`src/rtl/tone_player.sv`:
```
// tone_player: plays the C4..C5 scale as a square wave on one pin.
// Tempo comes from a divided clock that is sampled as an asynchronous level
// and edge-detected; every register here is clocked by clk_in alone.
module tone_player #(
  parameter int CLK_HZ     = 50000000,
  parameter int NOTE_TICKS = 4,
  parameter int GAP_TICKS  = 1
) (
  input  logic       clk_in,
  input  logic       rst,
  input  logic       tick_clk,
  input  logic       start,
  input  logic       stop,
  input  logic       loop,
  output logic       audio_out,
  output logic       busy,
  output logic [2:0] note_idx,
  output logic       done
);

  typedef enum logic [1:0] {
    S_IDLE = 2'd0,
    S_PLAY = 2'd1,
    S_GAP  = 2'd2
  } state_t;

  // Scale frequencies in Hz, indexed by note_idx.
  localparam int FREQ [8] = '{262, 294, 330, 349, 392, 440, 494, 523};

  // Terminal tick counts; a zero gap never reaches the GAP state, so its
  // terminal value only has to be a legal constant.
  localparam logic [15:0] NOTE_LAST = 16'((NOTE_TICKS > 1) ? NOTE_TICKS - 1 : 0);
  localparam logic [15:0] GAP_LAST  = 16'((GAP_TICKS  > 1) ? GAP_TICKS  - 1 : 0);

  // Terminal half-period count per note (half period minus one).
  logic [31:0] w_hp_last [8];

  for (genvar gi = 0; gi < 8; gi++) begin : g_half_period
    localparam int HP_RAW = CLK_HZ / (2 * FREQ[gi]);
    // Clamp to one cycle so a tiny CLK_HZ still yields a valid toggle rate.
    localparam int HP     = (HP_RAW < 1) ? 1 : HP_RAW;
    assign w_hp_last[gi] = 32'(HP - 1);
  end

  // Registered state
  state_t      r_state;
  logic [2:0]  r_note;
  logic [31:0] r_half_cnt;
  logic [15:0] r_tick_cnt;
  logic        r_tone;
  logic        r_s1;
  logic        r_s2;
  logic        r_s3;
  logic        r_audio;
  logic        r_busy;
  logic        r_done;

  // Next-state values
  state_t      w_state_next;
  logic [2:0]  w_note_next;
  logic [31:0] w_half_next;
  logic [15:0] w_tick_next;
  logic        w_tone_next;
  logic        w_done_next;
  logic        w_advance;
  logic        w_abort;
  logic        w_tick;
  logic [31:0] w_cur_last;

  assign w_tick     = r_s2 & ~r_s3;
  assign w_cur_last = w_hp_last[r_note];

  // Synchronise the divided clock and keep one extra stage for edge detect.
  always_ff @(posedge clk_in or posedge rst) begin
    if (rst) begin
      r_s1 <= 1'b0;
      r_s2 <= 1'b0;
      r_s3 <= 1'b0;
    end else begin
      r_s1 <= tick_clk;
      r_s2 <= r_s1;
      r_s3 <= r_s2;
    end
  end

  // Next-state logic: transitions, tone generation and tick counting.
  always_comb begin
    w_state_next = r_state;
    w_note_next  = r_note;
    w_half_next  = r_half_cnt;
    w_tick_next  = r_tick_cnt;
    w_tone_next  = r_tone;
    w_done_next  = 1'b0;
    w_advance    = 1'b0;
    w_abort      = 1'b0;

    case (r_state)
      S_IDLE: begin
        // stop has priority over start while idle.
        if (start && !stop) begin
          w_state_next = S_PLAY;
          w_note_next  = 3'd0;
          w_half_next  = 32'd0;
          w_tick_next  = 16'd0;
          w_tone_next  = 1'b0;
        end
      end

      S_PLAY: begin
        if (stop) begin
          w_abort = 1'b1;
        end else begin
          if (r_half_cnt == w_cur_last) begin
            w_half_next = 32'd0;
            w_tone_next = ~r_tone;
          end else begin
            w_half_next = r_half_cnt + 32'd1;
          end

          if (w_tick) begin
            if (r_tick_cnt == NOTE_LAST) begin
              if (GAP_TICKS > 0) begin
                w_state_next = S_GAP;
                w_tick_next  = 16'd0;
                w_half_next  = 32'd0;
                w_tone_next  = 1'b0;
              end else begin
                w_advance = 1'b1;
              end
            end else begin
              w_tick_next = r_tick_cnt + 16'd1;
            end
          end
        end
      end

      S_GAP: begin
        if (stop) begin
          w_abort = 1'b1;
        end else if (w_tick) begin
          if (r_tick_cnt == GAP_LAST) begin
            w_advance = 1'b1;
          end else begin
            w_tick_next = r_tick_cnt + 16'd1;
          end
        end
      end

      default: begin
        w_state_next = S_IDLE;
        w_note_next  = 3'd0;
        w_half_next  = 32'd0;
        w_tick_next  = 16'd0;
        w_tone_next  = 1'b0;
      end
    endcase

    // Move to the next note, wrap when looping, or finish the sequence.
    // loop is only looked at here, on the note-7 decision.
    if (w_advance) begin
      w_half_next = 32'd0;
      w_tick_next = 16'd0;
      w_tone_next = 1'b0;
      if (r_note != 3'd7) begin
        w_state_next = S_PLAY;
        w_note_next  = r_note + 3'd1;
      end else if (loop) begin
        w_state_next = S_PLAY;
        w_note_next  = 3'd0;
      end else begin
        w_state_next = S_IDLE;
        w_note_next  = 3'd0;
        w_done_next  = 1'b1;
      end
    end

    // Abort returns to idle quietly, without a done pulse.
    if (w_abort) begin
      w_state_next = S_IDLE;
      w_note_next  = 3'd0;
      w_half_next  = 32'd0;
      w_tick_next  = 16'd0;
      w_tone_next  = 1'b0;
    end
  end

  // State and counter registers.
  always_ff @(posedge clk_in or posedge rst) begin
    if (rst) begin
      r_state    <= S_IDLE;
      r_note     <= 3'd0;
      r_half_cnt <= 32'd0;
      r_tick_cnt <= 16'd0;
      r_tone     <= 1'b0;
    end else begin
      r_state    <= w_state_next;
      r_note     <= w_note_next;
      r_half_cnt <= w_half_next;
      r_tick_cnt <= w_tick_next;
      r_tone     <= w_tone_next;
    end
  end

  // Output registers, computed from next-state so they line up with state.
  always_ff @(posedge clk_in or posedge rst) begin
    if (rst) begin
      r_audio <= 1'b0;
      r_busy  <= 1'b0;
      r_done  <= 1'b0;
    end else begin
      r_audio <= (w_state_next == S_PLAY) & w_tone_next;
      r_busy  <= (w_state_next != S_IDLE);
      r_done  <= w_done_next;
    end
  end

  assign audio_out = r_audio;
  assign busy      = r_busy;
  assign note_idx  = r_note;
  assign done      = r_done;

endmodule

```
`config.mk`:
```
export PLATFORM = sky130hd
export DESIGN_NAME = tone_player
export DESIGN_NICKNAME = d
export VERILOG_FILES = /design/src/rtl/tone_player.sv
export SDC_FILE = /design/constraint.sdc
export NUM_CORES = 1
export LEC_CHECK = 0
export ABC_AREA = 1
export BUFFER_PORTS_ARGS = -buffer_cell sky130_fd_sc_hd__buf_2
export CAP_MARGIN = 20
export CELL_PAD_IN_SITES_DETAIL_PLACEMENT = 0
export CELL_PAD_IN_SITES_GLOBAL_PLACEMENT = 2
export CORE_MARGIN = 5
export CORE_UTILIZATION = 39
export DETAILED_ROUTE_END_ITERATION = 7
export HOLD_SLACK_MARGIN = 0.06
export PLACE_DENSITY_LB_ADDON = 0.1
export SLEW_MARGIN = 15
export SYNTH_ARGS = -nofsm -noshare
export SYNTH_HDL_FRONTEND = slang
export SYNTH_SLANG_ARGS = --single-unit
```
`constraint.sdc`:
```
create_clock -name clk_in -period 5.1 [get_ports clk_in]
set_input_delay 0.255 -clock clk_in [delete_from_list [all_inputs] [get_ports clk_in]]
set_output_delay 0.255 -clock clk_in [all_outputs]
set_load 0.03 [all_outputs]
```
==> impl_metrics.tcl <==
set metrics [dict create \
    report.final.slew_viol_count 0 \
    cts_root_buffer "clkbuf_16" \
    synth_top_cell_by_area "dfrtp_1" \
    fin_ws_ps 2180 \
    vias_per_cell 5.28 \
    synth-main-ff-cell "dfrtp_1" \
    n_antenna_cell 0 \
    cts.htree.levels 3 \
    grt-ovfl-total 0 \
    grt_max_degree 61 \
    synth.area.top_cells "dfrtp_1 (34%), nand2_1 (15%), nor2_1 (6.3%), inv_1 (6.2%), nand3_1 (6.1%)" \
    synth.distinct_cells 44 \
    synthSimpleGateAreaFrac_pct 38.3 \
    cp.required_ps 5340 \
    critPathBufInv 2 \
    clockBufferDepth 2 \
    drt_iter0_drc 241 \
    cts_tree "done" \
    hold_violations 0 \
    critPathKind "reg -> reg" \
    setup_viol 0 \
    max-vdd-ir-drop_mv 0.239 \
    max_stage_delay_ps 430 \
    grt_pass1_wl_um 21800 \
    avgRoutedWirePerCell_um 16.4 \
    finalSetupTns_ps 0 \
    total_power_mw 2.02 \
    rsz0062_at_grt "no" \
    place_congestion 0.901 \
    drive_above_1_share_pct 8.26 \
    fp.dieW_um 117 \
    netlist_area_sq_um 4460 \
    synth_nets 672 \
    synth_top_family_by_area "simple AND/OR/NAND/NOR gates" \
    crit_path_top_delay_cell "nand3_1" \
    critPathLaunchType "register" \
    path_max_fanout 32 \
    route.detailed.drc 0 \
    finClkSkew_ps 5.90 \
    fin_area_sq_um 5000 \
    io_pins 12 \
    cp-end-kind "register" \
    min_from "loop" \
    path_cells "inv_1, ha_1, inv_2, nor3_1, nand2_2, nand2_4, nor2_4, nor2_8, nand3_1, o22ai_1" \
    hold_class "in -> reg" \
    post-route-min-period_ps 2920 \
    start_util_pct 39.4 \
    cpLargestDelayFamily "simple AND/OR/NAND/NOR gates" \
    tightest_slew_ps 772 \
    async_flop_share_pct 100 \
    rows 39 \
    startpoint "r_state[0]$_DFF_PP0_" \
    routed_wl_um 13300 \
    power_density_nw_per_um2 405 \
    fp.dieH_um 117 \
    insertion_delay_ps 340 \
    clkSlewWorstSetupHoldPaths_ps 60 \
    clock.fmax_mhz 343 \
    muxShareOfSynthArea_pct 0 \
    fin_nets 684 \
    arrival_ps 3160 \
    dieArea_sq_um 13700 \
    maxCapViolations 0 \
    yosysWarnings 0 \
    dr.pass1.iters 5 \
    hpwl_um 10200 \
    p_leak_nw 2.19 \
    synth_edf_count 0 \
    finish.utilization_pct 44.2 \
    synth_area_per_cell_sq_um 6.87 \
    antenna_found_initial 0 \
    yosysTopAreaCellShare_pct 33.7 \
    status "finished, final reports clean" \
    dp_slack_ps 2210 \
    design.core.area_sq_um 11300 \
    dpl_cell_area_sq_um 4620 \
    synth_xor_area_share_pct 4.32 \
    area_growth_pct 12.1 \
    final.period_utilization_pct 57.2 \
    max-slew-margin-rel_pct 48.5 \
    numCtsBuffers 9 \
    synth-seq-cells 60 \
    grt_pass1_vias 4159 \
    r2r-start "r_state[0]$_DFF_PP0_" \
    cts.sinks 60 \
    yosys.area_share.adder_pct 4.77 \
    grt_usage_pct 20.9 \
    netlist_instances 649 \
    via_count 4268 \
    synth_compound_area_share_pct 10.2 \
    numPortBuffers 11 \
    ant_nets 0 \
    seq_area_frac_synth_pct 33.7 \
]
==> final timing paths <==
kind / end / slack (ps) / cells past startpoint
setup / recovery: r_half_cnt[4]$_DFFE_PP0P_ / 2180 / 10
hold / removal: done$_DFF_PP0_ / 80 / 2
setup reg to reg: r_half_cnt[4]$_DFFE_PP0P_ / 2180 / 10
hold reg to reg: r_s2$_DFF_PP0_ / 350 / 0
max in group asynchronous: r_tone$_DFF_PP0_ / 4460 / 3
min in group asynchronous: r_s3$_DFF_PP0_ / 140 / 3
==> worst register-to-register path: cells and delay by family, from the launching register on <==
kind	cells	cell delay, ps
AND/OR/NAND/NOR	6	1450
AO/OA/AOI/OAI	1	270
flip-flops	1	400
buffers and inverters	2	310
adder cells (fa/ha/maj)	1	400
==> stage by stage <==
| step | instances | hold slack, ps |
|---|---|---|
| after CTS | 809 | 75.2 |
| after global routing | 809 | 86.7 |
| after global placement | 792 | 338 |
| after floorplan | 649 | 286 |
| after detailed placement | 792 | 347 |
| final | 809 | 80.4 |
==> sequential cells by signal (all words and copies together) (netlist names) <==
register and cells:
r_half_cnt 32, r_s3 1, audio_out 1, busy 1, r_s1 1, r_tone 1, note_idx 3, r_state 2
r_s2 1, done 1, r_tick_cnt 16
==> cell families after synthesis <==
group | after synthesis
AO/OA/AOI/OAI | 78
XOR/XNOR | 22
adder cells (fa/ha/maj) | 17
buffers and inverters | 93
flip-flops | 60
AND/OR/NAND/NOR | 379
==> layout by cell type, fill, tap and decap left out, types with 2 or more instances in the layout <==
master	instances
o211ai_1	4
nor3_1	29
o22ai_1	9
dfrtp_1	60
and3_1	2
nand3_2	2
inv_2	7
ha_1	17
nand2_2	3
a31oi_1	4
xor2_1	19
inv_1	73
clkbuf_16	9
nor2_1	75
nor4_1	7
nand3_1	54
buf_2	11
o21ai_1	15
bufinv_16	4
a211oi_1	2
nand2_4	3
nand4_1	18
a2111oi_0	3
clkinv_4	3
nand2_1	174
xnor2_1	3
o21ai_0	25
a21oi_1	10
nor3_2	2
nor2_2	3
==> layer usage <==
| layer | global-route usage [%] | vias to the layer above | wire length (um) |
|---|---|---|---|
| met1 | 26.5 | 1989 | 5920 |
| met2 | 35.6 | 86 | 6570 |
| met5 | 0 | - | 0 |
| met4 | 8.64 | 0 | 319 |
| li1 | - | 2171 | - |
| met3 | 3.14 | 22 | 470 |
==> power breakdown <==
group | internal (mW) | switching (mW) | leakage [nW]
Clock | 0.530 | 0.244 | 0.180
Sequential | 0.500 | 0.0274 | 0.826
Combinational | 0.181 | 0.540 | 1.18
Total | 1.21 | 0.812 | 2.19
==> final cells by class <==
class                      count  area (sq um)
timing repair buffer          13          72.6
fill                        1187          6320
multi-input combinational    496          2570
clock buffer                   9           225
tap                          143           179
sequential                    60          1500
clock inverter                 7           146
inverter                      81           309
==> synthesized netlist by cell type (2+ instances only) <==
library cell / n
ha_1: 17
xor2_1: 19
buf_6: 3
clkbuf_1: 4
nand2_4: 3
and3_1: 2
nand2_2: 3
nor3_1: 29
a2111oi_0: 3
o22ai_1: 9
nor4_1: 7
nand2_1: 174
o211ai_1: 4
buf_2: 2
a21oi_1: 10
nor2_1: 75
a31oi_1: 4
a211oi_1: 2
nand3_1: 54
xnor2_1: 3
nand4_1: 18
inv_1: 74
o21ai_1: 15
nor2_2: 3
nand3_2: 2
dfrtp_1: 60
nor3_2: 2
inv_2: 6
buf_4: 3
o21ai_0: 25
==> timing repair <==
action | 4_1_cts | 5_1_grt
gates resized for setup | 0 | 0
endpoints found under the hold margin | 1 | 0
hold buffers | 1 | 0
buffers inserted | 0 | 0
(Power assumes the default switching activity.)
